--- src/rtl/instr.sv ---
// SPI instruction serializer: 8-bit load/shift register driving mosi from a register bit.
// Optional build macro INSTR_LSB_FIRST_EN selects LSB-first serialization (default is MSB-first).
module instr (
   input  logic       ck,
   input  logic       load_instr,
   input  logic       sh_instr,
   input  logic [7:0] reg_name,
   output logic       mosi,
   input  logic       rst_n
);

   logic [7:0] sr;
   logic [7:0] sr_shifted;

`ifdef INSTR_LSB_FIRST_EN
   assign sr_shifted = {1'b0, sr[7:1]};
   assign mosi       = sr[0];
`else
   assign sr_shifted = {sr[6:0], 1'b0};
   assign mosi       = sr[7];
`endif

   // Load has priority over shift; with neither strobe the register holds.
   always_ff @(posedge ck or negedge rst_n) begin
      if (!rst_n) begin
         sr <= 8'h00;
      end else if (load_instr) begin
         sr <= reg_name;
      end else if (sh_instr) begin
         sr <= sr_shifted;
      end
   end

endmodule

--- config.mk ---
export PLATFORM = sky130hd
export DESIGN_NAME = instr
export DESIGN_NICKNAME = d
export VERILOG_FILES = /design/src/rtl/instr.sv
export SDC_FILE = /design/constraint.sdc
export NUM_CORES = 1
export LEC_CHECK = 0
export ABC_AREA = 1
export BUFFER_PORTS_ARGS = -buffer_cell sky130_fd_sc_hd__buf_4
export CORE_AREA = 2 2 39 41
export CTS_CLUSTER_SIZE = 24
export DETAILED_ROUTE_END_ITERATION = 7
export DIE_AREA = 0 0 41 43
export PLACE_DENSITY_LB_ADDON = 0.05
export SYNTH_ARGS = -nofsm -noshare
export SYNTH_HDL_FRONTEND = slang
export SYNTH_SLANG_ARGS = --single-unit
export TNS_END_PERCENT = 100
--- constraint.sdc ---
create_clock -name ck -period 0.88 [get_ports ck]
set_input_delay 0.264 -clock ck [delete_from_list [all_inputs] [get_ports ck]]
set_output_delay 0.264 -clock ck [all_outputs]
set_load 0.02 [all_outputs]
Yosys cells after proc, flatten, opt, wreduce, memory -nomap -nowiden:

Cells that the tools add are included.

* logic and storage cells: 4
* flip-flop bits (word level): 8
* memories: 0
* latch bits: 0
* memory bits (read-only): 0
* output and inout port bits: 1
* bits in writable memories: 0

* shift operators: 0
* div/mod/pow operators: 0
* bitwise logic cells: 0
* muxes and demuxes: 2
* $lt $le $gt $ge: 0
* multipliers: 0
* $add $sub $neg: 0
* equal/unequal tests: 0
* reduce and logical (&&, ||, !) cells: 1

Operator list (number)
* $mux W8: 2
* $reduce_bool A2 Y1: 1

Logic depth before layout (Yosys ltp):

Gate-level depths: netlist of run 1.

* word-level depth: 2
* gate-level depth with buffers: 4
* gate-level depth less buffers: 3

Worst setup path after synthesis of run 1:

OpenSTA, ideal clock, no wires.

* path kind: input-to-reg
* start: input sh_instr
* end: register sr[7]
* stages: 4
* path slack: 178 ps
* arrival time: 634 ps
* data required time: 812 ps
* library setup time: 68 ps
* cells stage by stage: buf_4 nor2_8 nand2_1 nand3_1

* cells in the longest elaborated chain, start to end: 1

Ends and longest elaborated chain
* start, declared: line 6 `input logic sh_instr,`
* $reduce_bool A2 Y1 (no source line)
* end signal, assigned: line 28 `sr <= reg_name;`
* end signal, assigned: line 30 `sr <= sr_shifted;`
* end, declared: line 12 `logic [7:0] sr;`

Every way passes these cells.
A chain may end at the register's enable or synchronous reset.

Worst setup path in the final report of run 1:

* start: register sr[7]
* end: output mosi

RTL lines
* end, declared: line 8 `output logic mosi,`

No word-level cell between the ends.

==> results.py, run 1 <==
metrics = {
    "die": {
        "die_h_um": 43,
        "rows": 14,
        "coreArea_um2": 1384,
        "io_pins": 13,
        "start_util": 0.2722,
        "die_x_um": 41,
        "dieArea_um2": 1763,
    },
    "sta": {
        "fin_crit_sh": 1.176,
        "setup_viol": 1,
        "worst_pin_slew_ns": 0.1518,
        "fin_crit_ns": 1.035,
        "setup_tns_ns": -0.1551,
        "skew_ns": 0.003969,
        "slew_violations": 0,
        "rsz0062_at_grt": "true",
        "slew-limit-headroom": 0.8988,
        "hold_violations": 0,
        "setup_slack_ns": -0.1551,
        "fmax_ghz": 0.9661,
    },
    "drt": {
        "num_vias": 344,
        "antenna_left": 0,
        "drt_iter0_drc": 1,
        "drc": 0,
        "post_drt_wl_per_cell_um": 10.46,
        "drt-met1-wl_um": 320,
        "top_layer": "met4",
        "first_pass_iters": 4,
        "dr_wl_met3_um": 50,
        "wl_um": 774,
        "viasPerCell": 4.649,
        "wl_met2_um": 380,
    },
    "placement": {
        "place_area_um2": 467.9,
        "dp.cells": 69,
        "place_congestion": 0.7115,
        "numPortBuffers": 12,
    },
    "finish": {
        "largest_reg_flops": 8,
        "fin_util": 0.3698,
        "post_route_cells_drive_above_1_share": 0.3103,
        "nets": 72,
        "num_antenna_cells": 0,
        "design_area_um2": 511.7,
        "instances_no_fill": 74,
        "top_register": "sr",
        "reg_top3": "sr: 8 flops",
        "syn_to_final_growth_pct": 35.88,
    },
    "setup_path": {
        "rrSetupSlack_ns": 0.14,
        "path_class": "reg2out",
        "endpoint": "mosi",
        "crit_path_cell_trace": "buf_6",
        "r2r_cells": 3,
        "crit_start": "sr[7]$_DFFE_PN0P_",
        "required_ns": 0.62,
        "r2r-end": "sr[7]$_DFFE_PN0P_",
        "cpPeakStageDelay_ns": 0.38,
        "critPathSlowestCell": "dfrtp_1",
        "arrival_ns": 0.77,
        "timing.rr.start": "sr[7]$_DFFE_PN0P_",
        "path_buf_inv": 1,
        "worstSetupEndpointType": "output port",
        "critical_path.top_delay_family": "flip-flops",
        "critPathLaunchType": "flop",
        "crit_fanout": 2,
        "path_depth": 1,
    },
    "synthesis": {
        "syn_nets": 55,
        "synth_cell_type_count": 7,
        "synth.avg_cell_area_um2": 8.758,
        "netlist_area_um2": 376.6,
        "ys_seq_area_frac": 0.5316,
        "synth_seq_cells": 8,
        "yosysWarnings": 0,
        "synthCells": 43,
    },
    "power_and_ir_drop": {
        "p_per_area_nw_per_um2": 1651,
        "clockPowerShare": 0.329,
        "p_total_uw": 844.7,
        "comb_power_share": 0.169,
        "swShare": 0.2491,
        "p_int_uw": 634.3,
        "peakVddDrop_v": 0.0006550,
        "power.switching_uw": 210.4,
        "p_seq_frac": 0.502,
        "leakagePower_uw": 0.0002631,
    },
    "grt": {
        "grt_first_pass_wirelength_mm": 1.400,
        "grt-ovfl-total": 0,
        "grt_max_degree": 11,
        "grt_pass1_vias": 354,
        "grt_antenna_before_repair": 0,
        "grt_util_all_layers": 0.1237,
    },
    "outcome": {
        "status": "finished with violations",
        "violations": "negative setup slack",
    },
    "min_path": {
        "hold_class": "in2reg",
    },
    "clock_tree": {
        "cts_buffer_depth": 2,
        "cts_sinks": 8,
        "htreeDepth": 1,
        "cts_buffers": 3,
        "cts_tree": "built",
        "clkTransAtPathRegs_ns": 0.05,
        "clock_latency_ns": 0.25,
        "cts_root_buf": "clkbuf_4",
    },
    "job": {
        "max_cap_violations": 0,
    },
}
power by group through the flow:
| stage | Clock (µW) | Sequential (µW) | Combinational [µW] |
|---|---|---|---|
| final | 278 | 424 | 143 |
| after floorplan | 0 | 431 | 69.8 |
| after CTS | 290 | 424 | 146 |
| after global placement | 0 | 430 | 128 |
| after global routing | 308 | 427 | 161 |
| after detailed placement | 0 | 430 | 132 |
worst min-delay path by stage:
stage,startpoint,to,slack [ns],cells past startpoint
5_1_grt,reg_name[0],sr[0]$_DFFE_PN0P_,0.22,3
3_3_place_gp,rst_n,sr[7]$_DFFE_PN0P_,0.09,1
4_1_cts,reg_name[0],sr[0]$_DFFE_PN0P_,0.21,3
2_1_floorplan,rst_n,sr[0]$_DFFE_PN0P_,-0.03,0
6_report,reg_name[0],sr[0]$_DFFE_PN0P_,0.22,3
3_5_place_dp,rst_n,sr[7]$_DFFE_PN0P_,0.09,1
per-layer routing:
layer / GRT usage / vias to the layer above
li1: - / 173
met1: 0.1462 / 156
met2: 0.1656 / 11
met3: 0.05236 / 4
met4: 0.1000 / 0
met5: 0 / -
per-stage QoR:
step | hold slack [ns] | setup slack (ns)
after floorplan | -0.03159 | 0.1778
after global placement | 0.08635 | 0.07362
after detailed placement | 0.09019 | 0.05382
after CTS | 0.2132 | -0.1672
after global routing | 0.2163 | -0.1910
final | 0.2169 | -0.1551
final cells by class:
cell class	instances	area, µm²
Clock buffer	3	22.52
Fill cell	150	872.1
Inverter	1	3.754
Multi-Input combinational cell	32	153.9
Sequential cell	8	200.2
Tap cell	16	20.02
Timing Repair Buffer	14	111.4
layout by cell type, fill, tap and decap left out, drive strengths merged:
| cell type | count |
|---|---|
| buf | 13 |
| clkbuf | 3 |
| dfrtp | 8 |
| dlygate4sd3 | 1 |
| inv | 1 |
| nand2 | 17 |
| nand3 | 14 |
| nor2 | 1 |
cell usage after synthesis (all sizes together):
| master | n | area share |
|---|---|---|
| nor2 | 1 | 0.053 |
| dfrtp | 8 | 0.53 |
| nand3 | 14 | 0.19 |
| buf | 2 | 0.050 |
| inv | 1 | 0.010 |
| nand2 | 17 | 0.17 |
kinds of logic after synthesis:
logic type | after synthesis | synth area share
simple gates | 32 | 0.4086
flops | 8 | 0.5316
buf+inv | 3 | 0.05980
repair_timing:
action | in CTS | in global routing
gates resized for setup | 1 | 0
gates cloned | 0 | 0
setup buffers | 1 | 0
hold buffers | 1 | 0
endpoints found under the setup margin | 1 | 1
pin swaps | 0 | 0
hold endpoints to repair | 8 | 0
(Power assumes the default switching activity.)
==> run 2, diff against run 1 <==
- REMOVE_ABC_BUFFERS: unset -> 1
==> run 2 against run 1 <==
Effect of this change: the run still ends with negative setup slack left; sequential power about the same; sequential cell count unchanged; core utilization decreased by 0.54 points; total power decreased by 0.65%; via count decreased by 3.8%; fmax decreased by 0.18%; critical path type unchanged; critical endpoint unchanged; highest routed layer unchanged.
==> results.py, run 2 (same netlist as run 1, synthesis figures left out) <==
metrics = {
    "setup_path": {
        "timing.rr.start": "sr[3]$_DFFE_PN0P_",
        "path_class": "reg2out",
        "path_depth": 1,
        "endpoint": "mosi",
        "path_buf_inv": 1,
        "crit_path_cell_trace": "buf_6",
        "crit_start": "sr[7]$_DFFE_PN0P_",
        "worstSetupEndpointType": "output port",
        "arrival_ns": 0.77,
        "cpPeakStageDelay_ns": 0.39,
        "r2r_cells": 2,
        "required_ns": 0.62,
        "rrSetupSlack_ns": 0.22,
        "critical_path.top_delay_family": "flip-flops",
        "r2r-end": "sr[4]$_DFFE_PN0P_",
        "critPathSlowestCell": "dfrtp_1",
        "crit_fanout": 2,
        "critPathLaunchType": "flop",
    },
    "clock_tree": {
        "clkTransAtPathRegs_ns": 0.05,
        "cts_tree": "built",
        "cts_buffer_depth": 2,
        "cts_root_buf": "clkbuf_4",
        "htreeDepth": 1,
        "cts_sinks": 8,
        "cts_buffers": 3,
        "clock_latency_ns": 0.25,
    },
    "die": {
        "die_x_um": 41,
        "rows": 14,
        "start_util": 0.2722,
        "coreArea_um2": 1384,
        "die_h_um": 43,
        "io_pins": 13,
        "dieArea_um2": 1763,
    },
    "sta": {
        "slew-limit-headroom": 0.9034,
        "setup_viol": 1,
        "fin_crit_sh": 1.178,
        "rsz0062_at_grt": "true",
        "skew_ns": 0.003208,
        "fmax_ghz": 0.9643,
        "fin_crit_ns": 1.037,
        "slew_violations": 0,
        "worst_pin_slew_ns": 0.1448,
        "hold_violations": 0,
        "setup_slack_ns": -0.1570,
    },
    "placement": {
        "place_area_um2": 467.9,
        "numPortBuffers": 12,
        "place_congestion": 0.7370,
    },
    "grt": {
        "grt_antenna_before_repair": 0,
        "grt-ovfl-total": 0,
        "grt_util_all_layers": 0.1103,
        "grt_max_degree": 11,
        "grt_pass1_vias": 325,
        "grt_first_pass_wirelength_mm": 1.276,
    },
    "power_and_ir_drop": {
        "peakVddDrop_v": 0.0004203,
        "leakagePower_uw": 0.0002581,
        "p_total_uw": 839.2,
        "p_per_area_nw_per_um2": 1664,
    },
    "finish": {
        "layout_commonest_cell": "nand2_1",
        "syn_to_final_growth_pct": 33.89,
        "design_area_um2": 504.2,
        "largest_reg_flops": 8,
        "final_cell_mix": "nand2_1, nand3_1, buf_4, dfrtp_1, clkbuf_4",
        "num_antenna_cells": 0,
        "post_route_cells_drive_above_1_share": 0.2982,
        "nets": 71,
        "reg_top3": "sr: 8 flops",
        "top_register": "sr",
    },
    "min_path": {
        "hp-start": "reg_name[0]",
        "hold_class": "in2reg",
    },
    "drt": {
        "num_vias": 331,
        "post_drt_wl_per_cell_um": 10.60,
        "drt_iter0_drc": 4,
        "wl_um": 774,
        "first_pass_iters": 2,
        "drc": 0,
        "viasPerCell": 4.534,
        "antenna_left": 0,
    },
    "outcome": {
        "violations": "negative setup slack",
        "status": "finished with violations",
    },
    "job": {
        "max_cap_violations": 0,
    },
}
==> run 2: changes by cell type in the layout (fill, tap and decap cells not counted), sizes merged <==
cell,change
buf,-1
==> run 2: layer usage <==
layer,share of wire,global-route usage,routed length [µm],up-vias
li1,-,-,-,169
met1,0.47,0.1386,365,148
met2,0.43,0.1500,332,12
met3,0.083,0.03665,64,2
met4,0.016,0.08000,12,0
met5,0,0,0,-
==> run 2: worst min path at each step <==
stage | to | slack, ns | depth (start not counted)
after floorplan | sr[0]$_DFFE_PN0P_ | -0.03 | 0
after global placement | sr[6]$_DFFE_PN0P_ | 0.09 | 1
after detailed placement | sr[7]$_DFFE_PN0P_ | 0.09 | 1
after CTS | sr[0]$_DFFE_PN0P_ | 0.21 | 3
after global routing | sr[0]$_DFFE_PN0P_ | 0.22 | 3
final | sr[0]$_DFFE_PN0P_ | 0.21 | 3
==> run 2: where the power goes <==
group	internal, µW	total, µW	switching [µW]	leakage [µW]
sequential	404	425	20.6	0.0000983
clock	156	280	124	0.0000138
combinational	68.9	135	65.7	0.000146
==> run 2: area by class of cell <==
type                            instances  area, µm²
Timing Repair Buffer                   13      103.9
Inverter                                1      3.754
Multi-Input combinational cell         32      153.9
Tap cell                               16      20.02
Fill cell                             154      879.6
Clock buffer                            3      22.52
Sequential cell                         8      200.2
==> run 2: timing repair <==
item                                   in CTS  in global routing
resized for setup                           1                  0
setup endpoints to repair                   1                  1
endpoints found under the hold margin       8                  0
buffers inserted                            0                  0
hold buffers                                1                  0
==> run 2: stage by stage <==
step	utilization	worst slack [ns]	setup TNS, ns	std cells	hold slack (ns)
3_5_place_dp	0.3382	0.05826	0	69	0.08888
4_1_cts	0.3644	-0.1567	-0.1567	73	0.2122
5_1_grt	0.3644	-0.1722	-0.1722	73	0.2245
2_1_floorplan	-	0.1842	0	41	-0.03159
6_report	0.3644	-0.1570	-0.1570	73	0.2085
3_3_place_gp	0.3382	0.07436	0	69	0.08772
